File: config.mk
export PLATFORM = sky130hd
export DESIGN_NAME = counter
export DESIGN_NICKNAME = d
export VERILOG_FILES = /design/src/rtl/counter_pkg.sv /design/src/rtl/counter.sv
export SDC_FILE = /design/constraint.sdc
export NUM_CORES = 1
export LEC_CHECK = 0
export ABC_AREA = 1
export BUFFER_PORTS_ARGS = -buffer_cell sky130_fd_sc_hd__buf_2
export CAP_MARGIN = 40
export CELL_PAD_IN_SITES_DETAIL_PLACEMENT = 1
export CELL_PAD_IN_SITES_GLOBAL_PLACEMENT = 1
export CORE_AREA = 4 4 41 43
export DETAILED_ROUTE_END_ITERATION = 16
export DIE_AREA = 0 0 45 47
export PLACE_DENSITY = 0.75
export SETUP_SLACK_MARGIN = 0.02
export SYNTH_ARGS = -nofsm -noshare
export SYNTH_HDL_FRONTEND = slang
export SYNTH_SLANG_ARGS = --single-unit
File: constraint.sdc
create_clock -name clk -period 1.7 [get_ports clk]
set_input_delay 0.255 -clock clk [delete_from_list [all_inputs] [get_ports clk]]
set_output_delay 0.255 -clock clk [all_outputs]
set_load 0.005 [all_outputs]
File: src/rtl/counter_pkg.sv
// counter_pkg
//   Shared constants for the free-running counter block.
//
//   Contents:
//     COUNTER_DEFAULT_WIDTH : default bit width of the count register
//
//   Configuration macro affecting users of this package:
//     COUNTER_SATURATE_EN (see rtl/counter.sv)
package counter_pkg;

  localparam int COUNTER_DEFAULT_WIDTH = 8;

endpackage : counter_pkg

File: src/rtl/counter.sv
// counter
//   Free-running unsigned up-counter with terminal-count decode and a
//   registered rollover pulse.
//
//   Parameters:
//     WIDTH  : count width in bits, legal range 2..32
//
//   Ports:
//     clk    : input,  single clock, all state changes on its rising edge
//     rst_n  : input,  synchronous active-low reset (clears out and wrap)
//     out    : output, WIDTH bits, current count straight from the register
//     tc     : output, combinational terminal count, high while out is all ones
//     wrap   : output, registered one-cycle pulse in the cycle where out
//              holds the zero produced by a rollover
//
//   Configuration:
//     COUNTER_SATURATE_EN defined   -> the count sticks at all ones and
//                                      wrap never asserts
//     COUNTER_SATURATE_EN undefined -> all ones rolls over to zero and
//                                      wrap pulses for one cycle
module counter
  import counter_pkg::*;
#(
  parameter int WIDTH = COUNTER_DEFAULT_WIDTH
) (
  input  logic             clk,
  input  logic             rst_n,
  output logic [WIDTH-1:0] out,
  output logic             tc,
  output logic             wrap
);

  typedef logic [WIDTH-1:0] count_t;

  count_t count_q;
  count_t count_d;
  count_t incr;
  logic   carry;
  logic   wrap_q;
  logic   wrap_d;

  // Next-state logic. The incrementer is one bit wider than the count so the
  // carry-out falls out for free; the carry is high exactly when the current
  // count is all ones, which is the only case that rolls over.
  always_comb begin
    {carry, incr} = {1'b0, count_q} + {{WIDTH{1'b0}}, 1'b1};
    count_d = incr;
    wrap_d  = carry;
`ifdef COUNTER_SATURATE_EN
    // Saturating build: instead of rolling over, hold at all ones.
    wrap_d = 1'b0;
    if (carry) begin
      count_d = count_q;
    end
`endif
  end

  // State registers. Reset is sampled only on the clock edge, so a low pulse
  // on rst_n that does not span a rising edge leaves the count untouched.
  // Reset wins over counting, including at all ones, so no wrap is produced.
  always_ff @(posedge clk) begin
    if (!rst_n) begin
      count_q <= '0;
      wrap_q  <= 1'b0;
    end else begin
      count_q <= count_d;
      wrap_q  <= wrap_d;
    end
  end

  assign out  = count_q;
  assign tc   = &count_q;
  assign wrap = wrap_q;

endmodule : counter

### Yosys cells after proc, flatten, opt, wreduce, memory -nomap -nowiden

Cells that the tools add are included.

| word-level totals | value |
|---|---|
| bits in registers | 9 |
| bits of input ports | 2 |

| operators by class | value |
|---|---|
| add/subtract/negate cells | 1 |
| reduce and logical (&&, ||, !) cells | 1 |

Operators with widths:

| cell | count |
|---|---|
| adder 8 x 1 -> 9 bit (second input constant) | 1 |
| AND reduction 8 bit | 1 |

### Depth between registers and ports, before layout

Gate-level depths: netlist of run 1.

| logic depth | value |
|---|---|
| word-level depth | 1 |
| mapped depth | 6 |
| depth with buffers taken out | 6 |

### Least setup slack after synthesis of run 1

Ideal clock, no wire load.

| timing | value |
|---|---|
| path kind | register to output |
| from | reg count_q[0], in the netlist out[0] |
| to | out tc |
| arrival | 0.932 ns |
| path slack | 0.513 ns |
| cell stages (with the launch flop) | 6 |
| cells stage by stage | dfxtp_1 ha_1 nand2_1 nor2_2 nand3_1 inv_1 |

| between the ends | value |
|---|---|
| word-level cells in the longest chain between the ends | 1 |

RTL lines:

| what | line | RTL |
|---|---|---|
| from (decl) | counter.sv:35 | `count_t count_q;` |
| from (signal assigned) | counter.sv:66 | `count_q <= count_d;` |
| AND reduction 8 bit | counter.sv:72 | `assign tc = &count_q;` |
| to (decl) | counter.sv:29 | `output logic tc,` |

No other way between the ends.

### Final worst setup path of run 1

Ends and elaborated chain as after synthesis.

==> results of run 1 <==
## metrics by stage
stage                     area [sq um]  hold slack (ns)
after floorplan                    359            0.348
after global placement             433            0.456
after detailed placement           433            0.469
after CTS                          460            0.248
after global routing               478            0.262
final                              478            0.244
## metal layers
metal,up-vias,wire length (um),GRT usage
met2,11,402,0.161
met4,0,21,0.0877
met1,183,412,0.119
met3,4,54,0.0268
met5,-,0,0
li1,186,-,-
## cells by family after synthesis
group,after synthesis,synth area share
compound gates,4,0.0557
fa+ha+maj,1,0.0348
buf+inv,6,0.0627
flops,9,0.502
simple gates,30,0.345
## cell usage after synthesis
| cell | count |
|---|---|
| dfxtp_1 | 9 |
| nor2_1 | 11 |
| inv_1 | 6 |
| nor2_2 | 1 |
| o21ai_0 | 1 |
| a21oi_1 | 3 |
| nand3_1 | 4 |
| ha_1 | 1 |
| nor3_1 | 1 |
| or2_0 | 1 |
| nand2_1 | 12 |
## power groups by stage
stage / clock network, uW / logic (uW) / registers, uW
after global placement: 0 / 23.1 / 228
after floorplan: 0 / 11.2 / 228
after detailed placement: 0 / 23.6 / 228
final: 170 / 23.7 / 225
after CTS: 177 / 23.7 / 223
after global routing: 188 / 28.0 / 225
## worst max-delay path: stages, from the launching register on
cell and delay [ns]:
dfxtp_2 0.36, ha_1 0.19, nand2_2 0.09, nor2_4 0.11, nand3_1 0.11, inv_1 0.07
buf_2 0.10
## final cells by class
class / count / area share
inverters: 6 / 0.0471
multi-input cells: 35 / 0.343
well taps: 15 / 0.0393
repair buffers: 12 / 0.131
clock inverters: 1 / 0.0105
flip-flops and latches: 9 / 0.382
clock buffers: 3 / 0.0471
## cells in the final DEF (no fill, tap or decap), drive strengths merged, types with 3 or more instances in the layout
master,n
a21oi,3
nand2,12
inv,6
dfxtp,9
nor2,12
clkbuf,3
nand3,4
buf,12
## repair_timing
action | in CTS | in global routing
endpoints found under the setup margin | 0 | 1
buffers inserted | 0 | 1
gates resized for setup | 0 | 4
## state kept, by name (all words and copies together), names as in the netlist
name / cells
wrap: 1
out: 8
## path summary, 6_finish.rpt
kind	startpoint	to	slack (ns)	depth (start not counted)
setup reg to reg	out[0]	out[6]	0.60	6
hold / removal	rst_n	out[1]	0.24	3
hold reg to reg	out[0]	out[0]	0.45	1
setup / recovery	out[0]	tc	0.16	6
==> flow_metrics.tcl, run 1 <==
set metrics [dict create \
    final_util 0.367 \
    ys_seq_area_frac 0.502 \
    avgSynthCellArea_sq_um 7.18 \
    final_nets 70 \
    synth_top_area_frac 0.502 \
    wl_per_cell_um 11.0 \
    synth-seq-cells 9 \
    powerDensity_mw_per_mm2 876 \
    cellLeakagePower_uw 0.000238 \
    multi_input_area_sq_um 164 \
    worstSetupPathType "reg -> out" \
    netlist.top_cell.by_area "dfxtp_1" \
    clk_pin_slew_ns 0.07 \
    die_w_um 45 \
    final_layout_size_suffix_gt1_frac 0.303 \
    slew_headroom 0.870 \
    power_uw 418 \
    ctsRootBufferMaster "clkbuf_4" \
    cts_tree "yes" \
    finalSetupViolCount 0 \
    rsz0062_at_grt "false" \
    clkPwrFrac 0.407 \
    grt_pass1_wl_um 1520 \
    wl_um 890 \
    viasPerCell 4.74 \
    register_area_sq_um 183 \
    area_growth_pct 33.1 \
    postSynthCellCount 50 \
    p_seq_frac 0.537 \
    ant_nets 0 \
    chipHeight_um 47 \
    status "finished clean" \
    start_util 0.276 \
    gr-total-overflow 0 \
    core-area_sq_mm 0.00130 \
    worstPathArrival_ns 1.29 \
    power_frac_comb 0.057 \
    cts_max_level 1 \
    hpwl_um 683 \
    ir_drop_mv 0.408 \
    required_ns 1.44 \
    skew_ns 0.00512 \
    vias 384 \
    boundaryPins 12 \
    p_sw_uw 103 \
    min_period_ns 1.54 \
    period_share 0.907 \
    layoutNonFillerInstCount 81 \
    hold_buffers 0 \
    drc 0 \
    n_antenna_cell 0 \
    fmax_ghz 0.648 \
    cp-end-kind "output pin" \
    tightest_slew_ns 0.193 \
    yosysWarnings 0 \
    hp-class "in -> reg" \
    drt-initial-drc-count 4 \
    clk_path_buf_depth 2 \
    grt_max_degree 7 \
    synthTopCellsByArea "dfxtp_1, nand2_1, nor2_1" \
    dpl.cell_count 76 \
    switching_share 0.247 \
    antenna_found_initial 0 \
    crit_path_max_fanout 5 \
    grt_pass1_vias 384 \
    intPower_uw 315 \
    syn_area_sq_um 359 \
    maxCapViolations 0 \
    num-fill-cells 184 \
    numClockSinks 9 \
    gp_congestion 0.691 \
    hold_viol 0 \
    worst_slack_ns 0.158 \
    crit_path_start_kind "flip-flop" \
    firstDrtPassIters 3 \
    synth_cell_types 11 \
    synth_fp_nets 53 \
    portBuffers 11 \
    fp.dieArea_sq_mm 0.00212 \
    cts_buffers 3 \
    slew_violations 0 \
    place_ws_ns 0.363 \
    track_usage 0.104 \
    worstSkewPairLatency_ns 0.27 \
    placementRows 13 \
    tns_ns 0 \
]
(Power assumes the default switching activity.)
==> inputs of run 2 (changes only) <==
ABC_AREA = 0   (was 1)
PLACE_DENSITY = 0.72   (was 0.75)
SLEW_MARGIN = 20   (was unset)
==> run 2 against run 1 <==
Combinational power is 3% lower. Critical path depth is 2 lower. Setup slack worse by 0.019 ns. Die area stayed put. Via count is 20% lower. Worst hold slack better by 0.077 ns. Synthesized cell count is 26% lower. Fmax is 1.2% lower. Power is 0.65% lower. Routed wire length is 16% lower. Area after synthesis stayed put. Critical endpoint unchanged.
==> flow_metrics.tcl, run 2 <==
set metrics [dict create \
    tightest_slew_ns 0.265 \
    syn_area_sq_um 359 \
    num-fill-cells 165 \
    core-area_sq_mm 0.00130 \
    cp-end-kind "output pin" \
    crit_path_max_fanout 3 \
    start_util 0.276 \
    final_layout_size_suffix_gt1_frac 0.346 \
    gr-total-overflow 0 \
    die_w_um 45 \
    grt_max_degree 11 \
    hold_viol 0 \
    slew_headroom 0.822 \
    clk_path_buf_depth 2 \
    grt.met2_usage 0.138 \
    synth-seq-cells 9 \
    boundaryPins 12 \
    firstDrtPassIters 2 \
    async_flop_share 0 \
    avgSynthCellArea_sq_um 9.71 \
    final_nets 56 \
    tns_ns 0 \
    layout_common_cells "buf_2, dfxtp_1, nand2_1, and2_1, clkbuf_4" \
    crit_path_start_kind "flip-flop" \
    powerDensity_mw_per_mm2 870 \
    finalSetupViolCount 0 \
    clk_pin_slew_ns 0.06 \
    required_ns 1.44 \
    track_usage 0.0920 \
    synthFlopType "dfxtp_1" \
    gp_congestion 0.619 \
    layout_commonest_cell "buf_2" \
    yosysMostFrequentCell "dfxtp_1" \
    hp-class "in -> reg" \
    antenna_found_initial 0 \
    rsz0062_at_grt "false" \
    cts_max_level 1 \
    grt_pass1_vias 309 \
    synth_cell_types 15 \
    portBuffers 11 \
    ir_drop_mv 0.419 \
    worstSkewPairLatency_ns 0.26 \
    vias 308 \
    ctsRootBufferMaster "clkbuf_4" \
    drt-initial-drc-count 2 \
    cts_setup_buffers 0 \
    n_antenna_cell 0 \
    worstPathArrival_ns 1.31 \
    synthTopCellsByArea "dfxtp_1, and2_1, nand2_1" \
    ant_nets 0 \
    fmax_ghz 0.641 \
    met1_usage 0.0989 \
    ys_seq_area_frac 0.502 \
    register_area_sq_um 181 \
    final_util 0.367 \
    grt_pass1_wl_um 1300 \
    min_period_ns 1.56 \
    synth_edf_count 0 \
    hold-path-cell-count 3 \
    placementRows 13 \
    wl_per_cell_um 11.2 \
    viasPerCell 4.60 \
    power_uw 416 \
    slew_violations 0 \
    netlist.top_cell.by_area "dfxtp_1" \
    cellLeakagePower_uw 0.000199 \
    maxCapViolations 0 \
    fp.dieArea_sq_mm 0.00212 \
    skew_ns 0.00403 \
    drc 0 \
    synth_top_area_frac 0.502 \
    synth_fp_nets 40 \
    cts_buffers 3 \
    grt_use_met3 0.0345 \
    multi_input_area_sq_um 196 \
    numClockSinks 9 \
    wl_um 748 \
    period_share 0.918 \
    busiest_layer "met2" \
    reg2reg_depth 4 \
    worstSetupPathType "reg -> out" \
    chipHeight_um 47 \
    hpwl_um 550 \
    ys_top_cells_by_count "dfxtp_1, and2_1, nand2_1" \
    status "finished clean" \
    cts_tree "yes" \
    largest_reg_flops 8 \
    area_growth_pct 33.1 \
    yosysWarnings 0 \
    postSynthCellCount 37 \
]
-- run 2: per-layer routing --
metal / up-vias / part of all wire
li1: 157 / -
met1: 137 / 0.45
met2: 10 / 0.45
met3: 4 / 0.059
met4: 0 / 0.040
met5: - / 0
-- run 2: worst max-delay path, stage by stage, from the launching register on --
cell,delay (ns)
dfxtp_1,0.39
ha_4,0.17
nand3_1,0.14
nor3_2,0.22
buf_2,0.14
-- run 2: area by class of cell --
cell class	instances	area share
Multi-Input combinational cell	28	0.411
Clock buffer	4	0.0550
Sequential cell	9	0.380
Timing Repair Buffer	11	0.115
Tap cell	15	0.0393
-- run 2: kinds of logic after synthesis --
| group | count (synthesis) | synth area share |
|---|---|---|
| simple gates | 19 | 0.293 |
| flops | 9 | 0.502 |
| compound gates | 4 | 0.0697 |
| xor+xnor | 3 | 0.0732 |
| mux | 1 | 0.0279 |
| fa+ha+maj | 1 | 0.0348 |
-- run 2: worst paths after layout --
kind	from	end	slack [ns]
worst max-delay path	out[1]	tc	0.14
worst min-delay path	rst_n	out[7]	0.32
worst max register to register	out[1]	out[6]	0.54
worst min register to register	out[0]	out[0]	0.47
-- run 2: power by group --
part	leakage, uW	internal (uW)	switching (uW)	total [uW]
clock	0.0000150	90.5	76.3	167
combinational	0.000111	13.2	9.81	23.0
sequential	0.0000733	217	8.65	226
total	0.000199	321	94.8	416
-- run 2: timing repair --
item,4_1_cts,5_1_grt
endpoints found under the setup margin,1,1
resized for setup,2,2
hold buffers,0,0
-- run 2: per-stage QoR --
stage	cells	area, sq um	worst slack [ns]	hold WS, ns
after detailed placement	63	433	0.310	0.475
after global routing	67	478	0.0238	0.324
final	67	478	0.139	0.321
after floorplan	37	359	0.481	0.377
after CTS	67	463	0.0756	0.319
after global placement	63	433	0.336	0.463
